[config.mk]
export PLATFORM = sky130hd
export DESIGN_NAME = uart_rx
export DESIGN_NICKNAME = d
export VERILOG_FILES = /design/src/rtl/uart_rx.sv
export SDC_FILE = /design/constraint.sdc
export NUM_CORES = 1
export LEC_CHECK = 0
export BUFFER_PORTS_ARGS = -buffer_cell sky130_fd_sc_hd__buf_2
export CORE_MARGIN = 1.5
export CORE_UTILIZATION = 58
export DETAILED_ROUTE_END_ITERATION = 7
export GPL_TIMING_DRIVEN = 0
export PLACE_DENSITY_LB_ADDON = 0.25
export SKIP_CTS_REPAIR_TIMING = 1
export SLEW_MARGIN = 0
export SYNTH_ARGS = -nofsm -noshare
export SYNTH_HDL_FRONTEND = slang
export SYNTH_SLANG_ARGS = --single-unit
[constraint.sdc]
create_clock -name sclk -period 2.1 [get_ports sclk]
set_clock_uncertainty 0.15 [all_clocks]
set_input_delay 0.42 -clock sclk [delete_from_list [all_inputs] [get_ports sclk]]
set_output_delay 0.42 -clock sclk [all_outputs]
set_load 0.02 [all_outputs]
[src/rtl/uart_rx.sv]
// uart_rx: 8N1 UART receiver with mid-bit sampling, start-glitch rejection and framing check.
// Define UART_RX_PARITY_EN for 8E1 frames with a parity_err output.
module uart_rx #(
    parameter int BAUD_END  = 5208,
    parameter int BAUD_MID  = BAUD_END / 2 - 1,
    parameter int DATA_BITS = 8
) (
    input  logic       sclk,
    input  logic       s_rst,
    input  logic       rs232_rx,
    output logic [7:0] rx_data,
    output logic       rx_flag,
    output logic       frame_err,
`ifdef UART_RX_PARITY_EN
    output logic       parity_err,
`endif
    output logic       busy
);
    typedef enum logic [2:0] {
        IDLE,
        START,
        DATA,
`ifdef UART_RX_PARITY_EN
        PARITY,
`endif
        STOP,
        WAIT_HIGH
    } state_t;
`ifdef UART_RX_PARITY_EN
    localparam state_t AFTER_DATA = PARITY;
`else
    localparam state_t AFTER_DATA = STOP;
`endif
    state_t state, state_n;
    logic rx_r1, rx_r2, rx_r3;
    logic [2:0] settled;
    logic [12:0] baud_cnt;
    logic [3:0] bit_cnt;
    logic [7:0] shreg;
    logic fall, strobe, last_bit, stop_ok, stop_bad;
    // settled[2] means rx_r3 holds a real line sample, so a line held low
    // through reset cannot masquerade as a start edge
    assign fall = settled[2] & rx_r3 & ~rx_r2;
    assign strobe = baud_cnt == 13'(BAUD_MID);
    assign last_bit = bit_cnt == 4'(DATA_BITS - 1);
    assign stop_ok = state == STOP && strobe && rx_r2;
    assign stop_bad = state == STOP && strobe && !rx_r2;
    assign busy = state != IDLE;
    always_comb begin
        state_n = state;
        unique case (state)
            IDLE:      state_n = fall ? START : IDLE;
            START:     state_n = strobe ? (rx_r2 ? IDLE : DATA) : START;
            DATA:      state_n = strobe && last_bit ? AFTER_DATA : DATA;
`ifdef UART_RX_PARITY_EN
            PARITY:    state_n = strobe ? STOP : PARITY;
`endif
            STOP:      state_n = strobe ? (rx_r2 ? IDLE : WAIT_HIGH) : STOP;
            WAIT_HIGH: state_n = rx_r2 ? IDLE : WAIT_HIGH;
            default:   state_n = IDLE;
        endcase
    end
    always_ff @(posedge sclk) begin
        if (s_rst) begin
            state <= IDLE;
            {rx_r1, rx_r2, rx_r3} <= 3'b111;
            settled <= '0;
            baud_cnt <= '0;
            bit_cnt <= '0;
            shreg <= '0;
            rx_data <= '0;
            rx_flag <= 1'b0;
            frame_err <= 1'b0;
        end else begin
            state <= state_n;
            {rx_r1, rx_r2, rx_r3} <= {rs232_rx, rx_r1, rx_r2};
            settled <= {settled[1:0], 1'b1};
            baud_cnt <= (state == IDLE || baud_cnt == 13'(BAUD_END - 1)) ? '0 : baud_cnt + 13'd1;
            if (state == START)
                bit_cnt <= '0;
            else if (state == DATA && strobe)
                bit_cnt <= bit_cnt + 4'd1;
            if (state == DATA && strobe)
                shreg <= {rx_r2, shreg[7:1]};
            if (stop_ok)
                rx_data <= shreg;
            rx_flag <= stop_ok;
            frame_err <= stop_bad;
        end
    end
`ifdef UART_RX_PARITY_EN
    logic par_bit;
    always_ff @(posedge sclk) begin
        if (s_rst) begin
            par_bit <= 1'b0;
            parity_err <= 1'b0;
        end else begin
            if (state == PARITY && strobe)
                par_bit <= rx_r2;
            parity_err <= stop_ok & (^shreg ^ par_bit);
        end
    end
`endif
endmodule

---- Yosys cells after proc, flatten, opt, wreduce, memory -nomap -nowiden ----
Index checks and enable logic that the tools add are counted.
word-level totals
  register bits after elaboration ......... 44
  output and inout port bits .............. 11
  logic and storage cells ................. 43
operators by class
  add/sub/neg operators ................... 2
  equal/unequal tests ..................... 7
  muxes and demuxes ....................... 8
  bitwise logic cells ..................... 3
  reductions and logical operators ........ 11
operators by type and width
  cell                                                                      count
  3-bit case mux with 5 select lines                                        1
  13-bit by 1-bit adder with 13-bit output (second input constant)          1
  13-bit by 12-bit equality test with 1-bit output (second input constant)  1
  13-bit equality test (second input constant)                              1
  3-bit by 2-bit equality test with 1-bit output (second input constant)    2
  3-bit 2-to-1 mux                                                          2
  1-bit logical AND                                                         5
  4-bit by 1-bit adder with 4-bit output (second input constant)            1
  4-bit by 3-bit equality test with 1-bit output (second input constant)    1
  2-bit 2-to-1 mux                                                          2
  2-bit OR reduction                                                        2
  3-bit by 1-bit equality test with 1-bit output (second input constant)    1
  3-bit equality test (second input constant)                               1
  3-bit zero test                                                           1
  1-bit 2-to-1 mux                                                          3
  3-bit nonzero test                                                        1
  1-bit AND                                                                 2
  1-bit zero test                                                           1
  1-bit logical OR                                                          1
  1-bit inverter                                                            1

---- Depth between registers and ports, before layout ----
  depth after elaboration ................. 4
  mapped depth ............................ 7
  gate-level depth less buffers ........... 5

---- Least setup slack after synthesis ----
Ideal clock, no wire load.
  path kind ............................... register -> register
  from .................................... reg baud_cnt[0]
  to ...................................... reg bit_cnt[3]
  library setup time ...................... 0.121 ns
  arrival time ............................ 1.539 ns
  slack ................................... 0.290 ns
  cell stages (with the launch flop) ...... 7
  period minus slack after synthesis ...... 1.810 ns
  path through ............................ dfxtp_1 > ha_1 > and4b_1 > buf_2 > and4_1 > nand4_1 > mux2_4
on the way
  word-level cells in the longest chain between the ends .. 2
ends and longest elaborated chain
  element                                           line  text
  from (decl)                                       37    logic [12:0] baud_cnt;
  from (signal assigned)                            78    baud_cnt <= (state == IDLE || baud_cnt == 13'(BAUD_END - 1)) ? '0 : baud_cnt + 13'd1;
  13-bit by 12-bit equality test with 1-bit output  44    assign strobe = baud_cnt == 13'(BAUD_MID);
  1-bit logical AND                                 81    else if (state == DATA && strobe)
  to (signal assigned)                              82    bit_cnt <= bit_cnt + 4'd1;
  to (decl)                                         38    logic [3:0] bit_cnt;
Every way passes these cells.
A chain may end at the register's enable or synchronous reset.

---- Final worst setup path ----
  from .................................... reg state[1]
  to ...................................... out busy
on the way
  word-level cells in the longest chain between the ends .. 1
ends and longest elaborated chain
  element                 line  text
  from (decl)             34    state_t state, state_n;
  from (signal assigned)  75    state <= state_n;
  3-bit nonzero test      48    assign busy = state != IDLE;
  to (decl)               17    output logic busy
Every way passes these cells.

==> flow_summary_export.csv <==
group,metric,value,unit
status,status,"finished, final reports clean",
clock_tree,htree_levels,2,
pwr,internal-power,1.10,mW
logic_synthesis,ys_warn_count,0,
sta,fin_hold_ws,0.0926,ns
worst_setup_path,worstReg2RegEnd,"bit_cnt[3]",
sta,slew_headroom,63.2,%
placed_design,numPortBuffers,12,
cells_and_area,n_antenna_cell,0,
global_routing,antenna_found_initial,0,
worst_setup_path,criticalPathCategory,"flip-flop to primary output",
logic_synthesis,netlist.area_leader.share,49.6,%
floorplanning,io_pins,14,
logic_synthesis,synthFlopType,"dfxtp_1",
sta,max_freq,504,MHz
worst_setup_path,crit_buf_inv,2,
logic_synthesis,synth_compound_area_share,5.00,%
worst_setup_path,end_kind,"primary output",
routing,drt_iter0_markers,67,
logic_synthesis,muxShareOfSynthArea,5.92,%
logic_synthesis,synth_edf_count,0,
floorplanning,die_h,58.3,um
routing,drtAntennaViolNets,0,
worst_setup_path,crit_chain,"clkbuf_2, or3_4, buf_2",
logic_synthesis,yosysMostFrequentCell,"dfxtp_1",
logic_synthesis,syn_area_per_cell,9.06,um2
global_routing,grt_pass1_vias,1287,
worst_setup_path,startpoint,"state[1]",
worst_setup_path,r2r_cells,6,
cells_and_area,final_nets,220,
logic_synthesis,synthXorXnorAreaFrac,5.92,%
sta,worst_pin_slew,0.546,ns
sta,rsz0062_at_grt,"no",
logic_synthesis,synthesis.area,1780,um2
cells_and_area,drive_above_1_share,16.2,%
worst_setup_path,crit_path_end,"busy",
floorplanning,die_w,58.3,um
worst_setup_path,crit_path_max_incr_delay,0.41,ns
pwr,leakage,0.774,nW
global_routing,grt_start_max_net_pins,16,
floorplanning,start_util,62.8,%
worst_setup_path,start_kind,"flip-flop",
pwr,p_switching,297,uW
routing,totalWireLength,3180,um
cells_and_area,area_growth,11.4,%
logic_synthesis,synth_common_cells,"dfxtp_1, nor2_1, nand2_1",
sta,hold_violations,0,
global_routing,grtUsageTotal,20.5,%
pwr,peakVddDrop,655,uV
job,maxCapViolations,0,
logic_synthesis,yosys-top-cells-area,"dfxtp_1, nor2_1, mux2i_1, xnor2_1, nand2_1",
floorplanning,core-area,2830,um2
floorplanning,die_area,3400,um2
logic_synthesis,synth_top_family_by_area,"simple AND/OR/NAND/NOR gates",
pwr,p_clk_share,38.3,%
pwr,switching_share,21.3,%
routing,wire_per_inst,12.9,um
worst_setup_path,cp.arrival,1.42,ns
global_routing,overflow,0,
logic_synthesis,syn_inst,196,
clock_tree,cts_root_buf,"clkbuf_4",
sta,setup_viol,0,
routing,route.detailed.drc,0,
pwr,power_density,706,nW/um2
worst_setup_path,cp.depth,3,
worst_setup_path,cp_slowest_cell,"or3_4",
clock_tree,clock_sinks,44,
clock_tree,cts_buffer_depth,2,
sta,drv_slew,0,
pwr,p_seq_share,60.3,%
logic_synthesis,yosys.area_share.simple,28.0,%
logic_synthesis,synthAdderAreaFrac,1.41,%
min_path,hp-class,"input port to flip-flop",
worst_setup_path,reg2reg_from,"baud_cnt[0]",
placed_design,gp_congestion,0.803,
worst_setup_path,r2r_slack,0.16,ns
global_routing,grt_pass1_wl,5380,um
cells_and_area,final_util,69.9,%
clock_tree,numCtsBuffers,5,
sta,setup_tns,0,ns
logic_synthesis,yosysUniqueCellTypes,35,
worst_setup_path,critPathTopFamily,"simple AND/OR/NAND/NOR gates",
sta,period_needed,1.99,ns
routing,drtPass1Iterations,4,
clock_tree,clk_pin_slew_worst_paths,0.14,ns
logic_synthesis,async_flop_share,0,%
routing,vias,1393,
worst_setup_path,crit_required,1.53,ns
logic_synthesis,yosysTopAreaCell,"dfxtp_1",
routing,vias_per_cell,5.64,
logic_synthesis,synth-seq-cells,44,
logic_synthesis,synth_fp_nets,201,
floorplanning,rows,19,
logic_synthesis,ys_seq_area_share,49.6,%
worst_setup_path,worst-path-max-fanout,9,
clock_tree,cts_tree,"yes",
pwr,pwr-share-comb,1.4,%
clock_tree,clk_latency,0.36,ns
placed_design,dp_hpwl,2250,um
sta,period_share,94.6,%
## state kept, by name, summed over array words and instances, names as in the netlist, 3 cells and up
| signal | count |
|---|---|
| baud_cnt | 13 |
| rx_data | 8 |
| shreg | 8 |
| bit_cnt | 4 |
| settled | 3 |
| state | 3 |
## power by group through the flow
stage	clock network (mW)	logic, mW	registers, mW
6_report	0.535	0.0198	0.842
5_1_grt	0.576	0.0216	0.843
4_1_cts	0.544	0.0193	0.842
3_5_place_dp	0	0.0193	0.861
3_3_place_gp	0	0.0185	0.861
2_1_floorplan	0	0.0137	0.860
## cell usage in the layout (no fill, tap or decap), drive strengths merged, types with 3 or more instances in the layout
master	netlist	layout
mux2i	9	9
xor2	3	3
nor2	33	33
nand4	7	7
nor3	5	5
nand3	9	9
a21oi	10	10
o21ai	4	4
clkbuf	6	11
dfxtp	44	44
buf	4	16
nand2	20	20
xnor2	9	9
and4	4	4
inv	7	7
## worst min path at each step
stage | startpoint | to | slack [ns] | cells after the start
6_report | rs232_rx | rx_r1 | 0.09 | 2
5_1_grt | rs232_rx | rx_r1 | 0.08 | 2
4_1_cts | rs232_rx | rx_r1 | 0.08 | 2
3_5_place_dp | rx_r1 | rx_r2 | 0.24 | 1
3_3_place_gp | rx_r1 | rx_r2 | 0.24 | 1
2_1_floorplan | rx_r1 | rx_r2 | 0.24 | 1
## per-stage QoR
| step | worst slack, ns | total power, mW | std cells | instance area (um2) |
|---|---|---|---|---|
| final | 0.114 | 1.40 | 247 | 1980 |
| after global placement | 0.143 | 0.879 | 239 | 1870 |
| after floorplan | 0.290 | 0.874 | 196 | 1780 |
| after global routing | 0.0126 | 1.44 | 247 | 1980 |
| after CTS | 0.0514 | 1.41 | 247 | 1960 |
| after detailed placement | 0.0830 | 0.880 | 239 | 1870 |
## routing by layer
metal | GRT usage, % | up-vias | share of wire (%)
met1 | 26.4 | 656 | 47
met2 | 33.5 | 29 | 48
met5 | 0 | - | 0
met4 | 7.97 | 0 | 1.4
met3 | 4.62 | 7 | 3.9
li1 | - | 701 | -
## worst reg2reg max path, delay by kind of cell (launching register included)
kind	cells	cell delay, ns
AND/OR/NAND/NOR	3	0.57
flip-flops	1	0.40
multiplexers	1	0.31
adder cells (fa/ha/maj)	1	0.26
buffers and inverters	1	0.18
## cell families after synthesis
logic type,after synthesis
xor+xnor,12
simple gates,95
fa+ha+maj,2
compound gates,16
mux,10
flops,44
buf+inv,17
## cell type report
| class | instances | area, um2 |
|---|---|---|
| flip-flops and latches | 44 | 881 |
| fillers | 217 | 851 |
| multi-input cells | 135 | 838 |
| repair buffers | 12 | 60.1 |
| plain buffers | 10 | 48.8 |
| clock inverters | 3 | 47.5 |
| well taps | 31 | 38.8 |
| clock buffers | 5 | 37.5 |
| inverters | 7 | 26.3 |
(Power assumes the default switching activity.)
